--- src/rtl/clarvi_mem_arbiter.sv ---
// clarvi_mem_arbiter: shares one 64-bit word-addressed memory port between
// instruction fetch (read-only) and data load/store. Holds the grant while the
// memory stalls, and tracks the owner of every outstanding read so responses
// are routed back in order.
// Optional feature: define CLARVI_MEM_ARB_ROUND_ROBIN_EN to alternate priority
// on simultaneous requests; otherwise data always wins over fetch.
module clarvi_mem_arbiter #(
  parameter int unsigned ADDR_WIDTH  = 14,
  parameter int unsigned MAX_PENDING = 2
) (
  input  logic                  clock,
  input  logic                  reset,
  input  logic [ADDR_WIDTH-1:0] i_address,
  input  logic                  i_read,
  output logic                  i_waitrequest,
  output logic                  i_readdatavalid,
  input  logic [ADDR_WIDTH-1:0] d_address,
  input  logic [7:0]            d_byteenable,
  input  logic                  d_read,
  input  logic                  d_write,
  input  logic [63:0]           d_writedata,
  output logic                  d_waitrequest,
  output logic                  d_readdatavalid,
  output logic [ADDR_WIDTH-1:0] mem_address,
  output logic [7:0]            mem_byteenable,
  output logic                  mem_read,
  output logic                  mem_write,
  output logic [63:0]           mem_writedata,
  input  logic                  mem_waitrequest,
  input  logic                  mem_readdatavalid,
  input  logic [63:0]           mem_readdata,
  output logic                  resp_orphan
);

  localparam int unsigned PTR_W = (MAX_PENDING > 1) ? $clog2(MAX_PENDING) : 1;
  localparam int unsigned CNT_W = $clog2(MAX_PENDING + 1);

  typedef enum logic [1:0] {StIdle, StLockI, StLockD} state_e;

  state_e                 state_q, state_d;
  logic [MAX_PENDING-1:0] owner_q;
  logic [PTR_W-1:0]       rd_ptr_q, wr_ptr_q;
  logic [CNT_W-1:0]       count_q;
  logic                   resp_orphan_q;

  logic fifo_full, fifo_empty;
  logic d_elig, i_elig;
  logic grant_i, grant_d, accept;
  logic push, pop, head_owner, orphan_hit;
  logic prefer_d;

  // Read data goes straight to the consumers; the arbiter only routes valids.
  logic unused_readdata;
  assign unused_readdata = ^mem_readdata;

  assign fifo_full  = (count_q == CNT_W'(MAX_PENDING));
  assign fifo_empty = (count_q == '0);

  // A full owner FIFO blocks reads but never writes.
  assign d_elig = d_write | (d_read & ~fifo_full);
  assign i_elig = i_read & ~fifo_full;

`ifdef CLARVI_MEM_ARB_ROUND_ROBIN_EN
  logic last_d_q;

  // Remember who won the last accepted command; resets to fetch.
  always_ff @(posedge clock or negedge reset) begin
    if (!reset) begin
      last_d_q <= 1'b0;
    end else if (accept) begin
      last_d_q <= grant_d;
    end
  end

  assign prefer_d = ~last_d_q;
`else
  assign prefer_d = 1'b1;
`endif

  // Grant selection and lock state transitions; reset forces no grant.
  always_comb begin
    grant_i = 1'b0;
    grant_d = 1'b0;
    state_d = state_q;
    if (reset) begin
      case (state_q)
        StIdle: begin
          if (d_elig && (prefer_d || !i_elig)) begin
            grant_d = 1'b1;
          end else if (i_elig) begin
            grant_i = 1'b1;
          end
        end
        StLockI: grant_i = i_read;
        StLockD: grant_d = d_read | d_write;
        default: ;
      endcase
      if (grant_d) begin
        state_d = mem_waitrequest ? StLockD : StIdle;
      end else if (grant_i) begin
        state_d = mem_waitrequest ? StLockI : StIdle;
      end else begin
        state_d = StIdle;
      end
    end
  end

  // Lock state register.
  always_ff @(posedge clock or negedge reset) begin
    if (!reset) begin
      state_q <= StIdle;
    end else begin
      state_q <= state_d;
    end
  end

  // Memory command mux; d_read with d_write is treated as a write.
  always_comb begin
    mem_address     = grant_d ? d_address : i_address;
    mem_byteenable  = grant_d ? d_byteenable : 8'hFF;
    mem_writedata   = d_writedata;
    mem_write       = grant_d & d_write;
    mem_read        = grant_i | (grant_d & ~d_write);
    i_waitrequest   = ~(grant_i & ~mem_waitrequest);
    d_waitrequest   = ~(grant_d & ~mem_waitrequest);
  end

  assign accept     = (grant_i | grant_d) & ~mem_waitrequest;
  assign push       = accept & mem_read;
  assign pop        = reset & mem_readdatavalid & ~fifo_empty;
  assign orphan_hit = mem_readdatavalid & fifo_empty;
  assign head_owner = owner_q[rd_ptr_q];

  // Response routing by the owner at the FIFO head.
  always_comb begin
    i_readdatavalid = pop & ~head_owner;
    d_readdatavalid = pop & head_owner;
  end

  function automatic logic [PTR_W-1:0] next_ptr(input logic [PTR_W-1:0] p);
    return (p == PTR_W'(MAX_PENDING - 1)) ? '0 : p + PTR_W'(1);
  endfunction

  // Owner FIFO (1 = data) plus the sticky orphan-response flag.
  always_ff @(posedge clock or negedge reset) begin
    if (!reset) begin
      owner_q       <= '0;
      rd_ptr_q      <= '0;
      wr_ptr_q      <= '0;
      count_q       <= '0;
      resp_orphan_q <= 1'b0;
    end else begin
      if (push) begin
        owner_q[wr_ptr_q] <= grant_d;
        wr_ptr_q          <= next_ptr(wr_ptr_q);
      end
      if (pop) begin
        rd_ptr_q <= next_ptr(rd_ptr_q);
      end
      if (push && !pop) begin
        count_q <= count_q + CNT_W'(1);
      end else if (pop && !push) begin
        count_q <= count_q - CNT_W'(1);
      end
      if (orphan_hit) begin
        resp_orphan_q <= 1'b1;
      end
    end
  end

  assign resp_orphan = resp_orphan_q;

endmodule

--- config.mk ---
export PLATFORM = sky130hd
export DESIGN_NAME = clarvi_mem_arbiter
export DESIGN_NICKNAME = d
export VERILOG_FILES = /design/src/rtl/clarvi_mem_arbiter.sv
export SDC_FILE = /design/constraint.sdc
export NUM_CORES = 1
export LEC_CHECK = 0
export CAP_MARGIN = 30
export CORE_AREA = 2 2 103 105
export CTS_CLUSTER_DIAMETER = 120
export DETAILED_ROUTE_END_ITERATION = 10
export DIE_AREA = 0 0 105 107
export PLACE_DENSITY = 0.55
export SYNTH_ARGS = -nofsm -noshare
export SYNTH_HDL_FRONTEND = slang
export SYNTH_SLANG_ARGS = --single-unit
--- constraint.sdc ---
create_clock -name clock -period 2.1 [get_ports clock]
set_input_delay 0.42 -clock clock [delete_from_list [all_inputs] [get_ports clock]]
set_output_delay 0.42 -clock clock [all_outputs]
set_load 0.1 [all_outputs]
==> results of run 1 <==
## tightest hold or removal path, delay by kind of cell
kind	cells	cell delay, ns
buf+inv	3	0.51
## where the power goes
part	total [W]	leakage [nW]	switching [W]	internal, W
logic	0.00130	0.802	0.000734	0.000564
registers	0.000282	0.106	0.0000425	0.000240
clock network	0.000203	0.0228	0.0000702	0.000132
total	0.00178	0.931	0.000847	0.000936
## placed cells by master, fill, tap and decap left out, types with 2 or more instances in the layout
master and n:
sky130_fd_sc_hd__clkdlybuf4s50_1 39, sky130_fd_sc_hd__buf_12 29, sky130_fd_sc_hd__buf_4 18, sky130_fd_sc_hd__mux2_4 9
sky130_fd_sc_hd__dfrtp_1 9, sky130_fd_sc_hd__nand2b_4 8, sky130_fd_sc_hd__nand2_1 6, sky130_fd_sc_hd__mux2_2 5
sky130_fd_sc_hd__nor2_1 3, sky130_fd_sc_hd__xnor2_1 3, sky130_fd_sc_hd__clkbuf_8 3, sky130_fd_sc_hd__dlygate4sd2_1 3
sky130_fd_sc_hd__nor2b_1 2, sky130_fd_sc_hd__nor2_2 2, sky130_fd_sc_hd__nor2b_2 2, sky130_fd_sc_hd__inv_1 2
sky130_fd_sc_hd__a32o_1 2, sky130_fd_sc_hd__xor2_1 2, sky130_fd_sc_hd__buf_6 2
## area by class of cell
cell class,count,area (sq um),share of cell area (%)
repair buffers,91,1155,52.47
multi-input cells,61,598.1,27.17
flip-flops and latches,9,225.2,10.23
well taps,136,170.2,7.732
clock buffers,4,45.04,2.047
inverters,2,7.507,0.3411
## layer usage
layer | vias up | routed length, um
li1 | 444 | -
met1 | 444 | 1258
met5 | - | 0
met4 | 0 | 50
met3 | 12 | 1286
met2 | 73 | 2001
## registers in the layout, summed over array words and instances, names as in the netlist
register,cells
resp_orphan,1
count_q,2
wr_ptr_q,1
rd_ptr_q,1
state_q,2
owner_q,2
## logic make-up after synthesis
group | Yosys count | share of synthesized area [%]
xor gates and xnor gates | 5 | 3.525
adders and majority gates | 1 | 1.007
and+or+nand+nor | 29 | 13.70
DFF | 9 | 18.13
muxes | 15 | 16.21
buffers and inverters | 68 | 40.89
AOI/OAI and AO/OA | 11 | 6.547
## repair_timing
item / CTS / global route
setup buffers: 3 / 1
hold buffers: 0 / 0
pin swaps: 2 / 0
setup endpoints to repair: 28 / 25
gates cloned: 0 / 0
gates resized for setup: 15 / 4
## worst paths after layout
check / startpoint / endpoint
min: reset / resp_orphan
min in group clock: resp_orphan / resp_orphan
min reg2reg: resp_orphan / resp_orphan
max in group asynchronous: reset / count_q[0]
max reg2reg: state_q[1] / count_q[1]
max: state_q[1] / mem_address[11]
## through the flow
step / setup TNS [ns] / instance area (sq um)
finish: -5.373 / 2201
global route: -6.782 / 2201
CTS: -5.509 / 2172
detailed placement: -6.677 / 2042
global placement: -6.387 / 2042
floorplan: -2.159 / 1251
==> results_tabular.tex, run 1 <==
\begin{tabular}{lr}
\hline
Metric & Value \\
\hline
\multicolumn{2}{l}{\textbf{Global routing}} \\
Wire length of the first global-routing pass & 6.637 mm \\
Met3 layer usage reported by global route & 9.848\% \\
Sum of overflow across all layers after global routing & 0 \\
Vias in the first global route & 1068 \\
Pin count of the biggest net entering global routing & 18 \\
Met1 demand-to-capacity share in global routing & 6.606\% \\
Initial antenna violation count & 0 \\
GR peak layer & met2 \\
Met2 track demand over resource & a little under an eighth \\
GRT Total Usage & 8.002\% \\
\multicolumn{2}{l}{\textbf{Route}} \\
Number of routed nets with antenna violations & 0 \\
First-pass iteration count of the detailed router & 4 \\
Via count normalized by instance count & 3.211 \\
Detailed-route wire length & 4.597 mm \\
DRC & 0 \\
Violation count after the first detailed-routing iteration & 11 \\
DR WL/cell & 15.17 um \\
Total via count in the routed design & 973 \\
\multicolumn{2}{l}{\textbf{STA}} \\
Total setup violations reported at the end of the flow & 24 \\
Total count of hold-check failures in the final report & 0 \\
Shortest period the worst path allows & 2.358 ns \\
Transition time at the pin with the least slew margin & 0.5153 ns \\
Fin Hold WS & 0.3673 ns \\
Setup repair after global routing missed its margin & yes \\
Worst max-slew margin expressed relative to the limit & 65.49\% \\
Final setup slack of the worst path & -0.2580 ns \\
Number of pins exceeding their max-slew limit in the final report & 0 \\
Period utilisation layout & 112.3\% \\
Fin Clk Skew & 0.004350 ns \\
Max Clock Freq & 424.1 MHz \\
\multicolumn{2}{l}{\textbf{Min path}} \\
Tightest Hold Check Type & in2async \\
\multicolumn{2}{l}{\textbf{Placed design}} \\
Post-detailed-placement half-perimeter wirelength & 4.069 mm \\
Number of cells in the design after placement & about 300 \\
Number of port buffers & 71 \\
Final Wtd Congestion & 0.7994 \\
Post-Place Setup Slack & -0.3204 ns \\
\multicolumn{2}{l}{\textbf{Pwr}} \\
Pwr Density & roughly 810 nW/um\^{}2 \\
Leakage power figure & roughly 0.93 nW \\
Peak supply drop & 0.0005038 V \\
Overall power after layout & 0.001783 W \\
\multicolumn{2}{l}{\textbf{Final layout}} \\
Final cell count without fillers & 303 \\
Antenna diode count & 0 \\
Final Core Density & 21.81\% \\
Filler cells & 1112 \\
Share of post-route cells with drive strength above 1 & 50.30\% \\
Total number of nets in the final design & 340 \\
Synth-to-layout area growth & 77.14\% \\
\multicolumn{2}{l}{\textbf{Synthesis}} \\
Most used flip-flop cell after synthesis & sky130\_fd\_sc\_hd\_\_dfrtp\_1 \\
Mean post-synth cell area & 9.003 sq um \\
Most frequent cells after synthesis & sky130\_fd\_sc\_hd\_\_buf\_4, sky130\_fd\_sc\_hd\_\_dfrtp\_1, sky130\_fd\_sc\_hd\_\_mux2\_4, sky130\_fd\_sc\_hd\_\_nand2b\_1, sky130\_fd\_sc\_hd\_\_nand2\_1 \\
Distinct cell type count of the synthesized netlist & 29 \\
Post-Syn Instances & 138 \\
Proportion of synthesized chip area in sequential cells & 18.13\% \\
Total of flip-flops plus latches after synthesis & 9 \\
Cell with the most instances after synthesis & sky130\_fd\_sc\_hd\_\_buf\_4 \\
Net count of the mapped netlist & 310 \\
Asr flop ratio synth & 100.0\% \\
Cell types with the largest area share after synthesis & sky130\_fd\_sc\_hd\_\_buf\_4, sky130\_fd\_sc\_hd\_\_dfrtp\_1, sky130\_fd\_sc\_hd\_\_mux2\_4 \\
Cell accounting for the most synthesized area & sky130\_fd\_sc\_hd\_\_buf\_4 \\
YS warnings & 0 \\
Netlist area before placement & 1242 sq um \\
Area share of the largest cell type after synthesis & 38.67\% \\
Number of enable-type register cells in the synthesized netlist & 0 \\
\multicolumn{2}{l}{\textbf{Setup path}} \\
CP startpoint kind & flip-flop \\
Crit path arrival time & 1.94 ns \\
Max stage delay on crit path & about 0.43 ns \\
Reg-to-reg setup timing slack & 0.23 ns \\
Cell with the largest stage delay on the worst path & sky130\_fd\_sc\_hd\_\_or3b\_4 \\
CP top delay family & simple AND/OR/NAND/NOR gates \\
Worst EP required & 1.68 ns \\
Crit path depth & 6 \\
Worst reg-to-reg path cell count & 6 \\
Kind of critical path & reg2out \\
Cell breakdown of the critical path & or3b\_4 -> a21oi\_4 -> nor3b\_4 -> buf\_12 -> mux2\_4 -> buf\_12 \\
Crit. End Element & output port \\
Cell mode on critical path & sky130\_fd\_sc\_hd\_\_buf\_12 \\
Largest fanout of any net on the critical path & 17 \\
Buf/Inv on CP & 2 \\
\multicolumn{2}{l}{\textbf{Die}} \\
Initial standard-cell utilization of the core & 12.31\% \\
Placement row count & 37 \\
Core outline area & 10090 sq um \\
Chip Height & 107 um \\
Number of I/O pins & 264 \\
Die X & 105 um \\
Area of the die & 11240 sq um \\
\multicolumn{2}{l}{\textbf{Clocking}} \\
Worst-path clk slew & around 0.050 ns \\
Source-to-sink clock delay at the later pin of the worst-skew pair & 0.23 ns \\
Sinks on Clock Net & 9 \\
Number of H-tree levels & 1 \\
TritonCTS clock tree & done \\
Buffer type at the clock tree root & sky130\_fd\_sc\_hd\_\_clkbuf\_8 \\
Total CTS buffers & 3 \\
Maximum clock path buffer count & 2 \\
\multicolumn{2}{l}{\textbf{Run}} \\
Max-cap viol count & 0 \\
\multicolumn{2}{l}{\textbf{Outcome}} \\
Run status & complete, but fails checks \\
Violations in the final reports & negative setup slack \\
\hline
\end{tabular}
No activity file was read; power rests on OpenSTA's default activity.
==> inputs of run 2 (changes only) <==
--- a/config.mk
+++ b/config.mk
@@ -5,6 +5,7 @@
 export SDC_FILE = /design/constraint.sdc
 export NUM_CORES = 1
 export LEC_CHECK = 0
+export ABC_CLOCK_PERIOD_IN_PS = 2100
 export CAP_MARGIN = 30
 export CORE_AREA = 2 2 103 105
 export CTS_CLUSTER_DIAMETER = 120
==> results of run 2 <==
The final DEF is identical to that of run 1; final timing and power are the same.
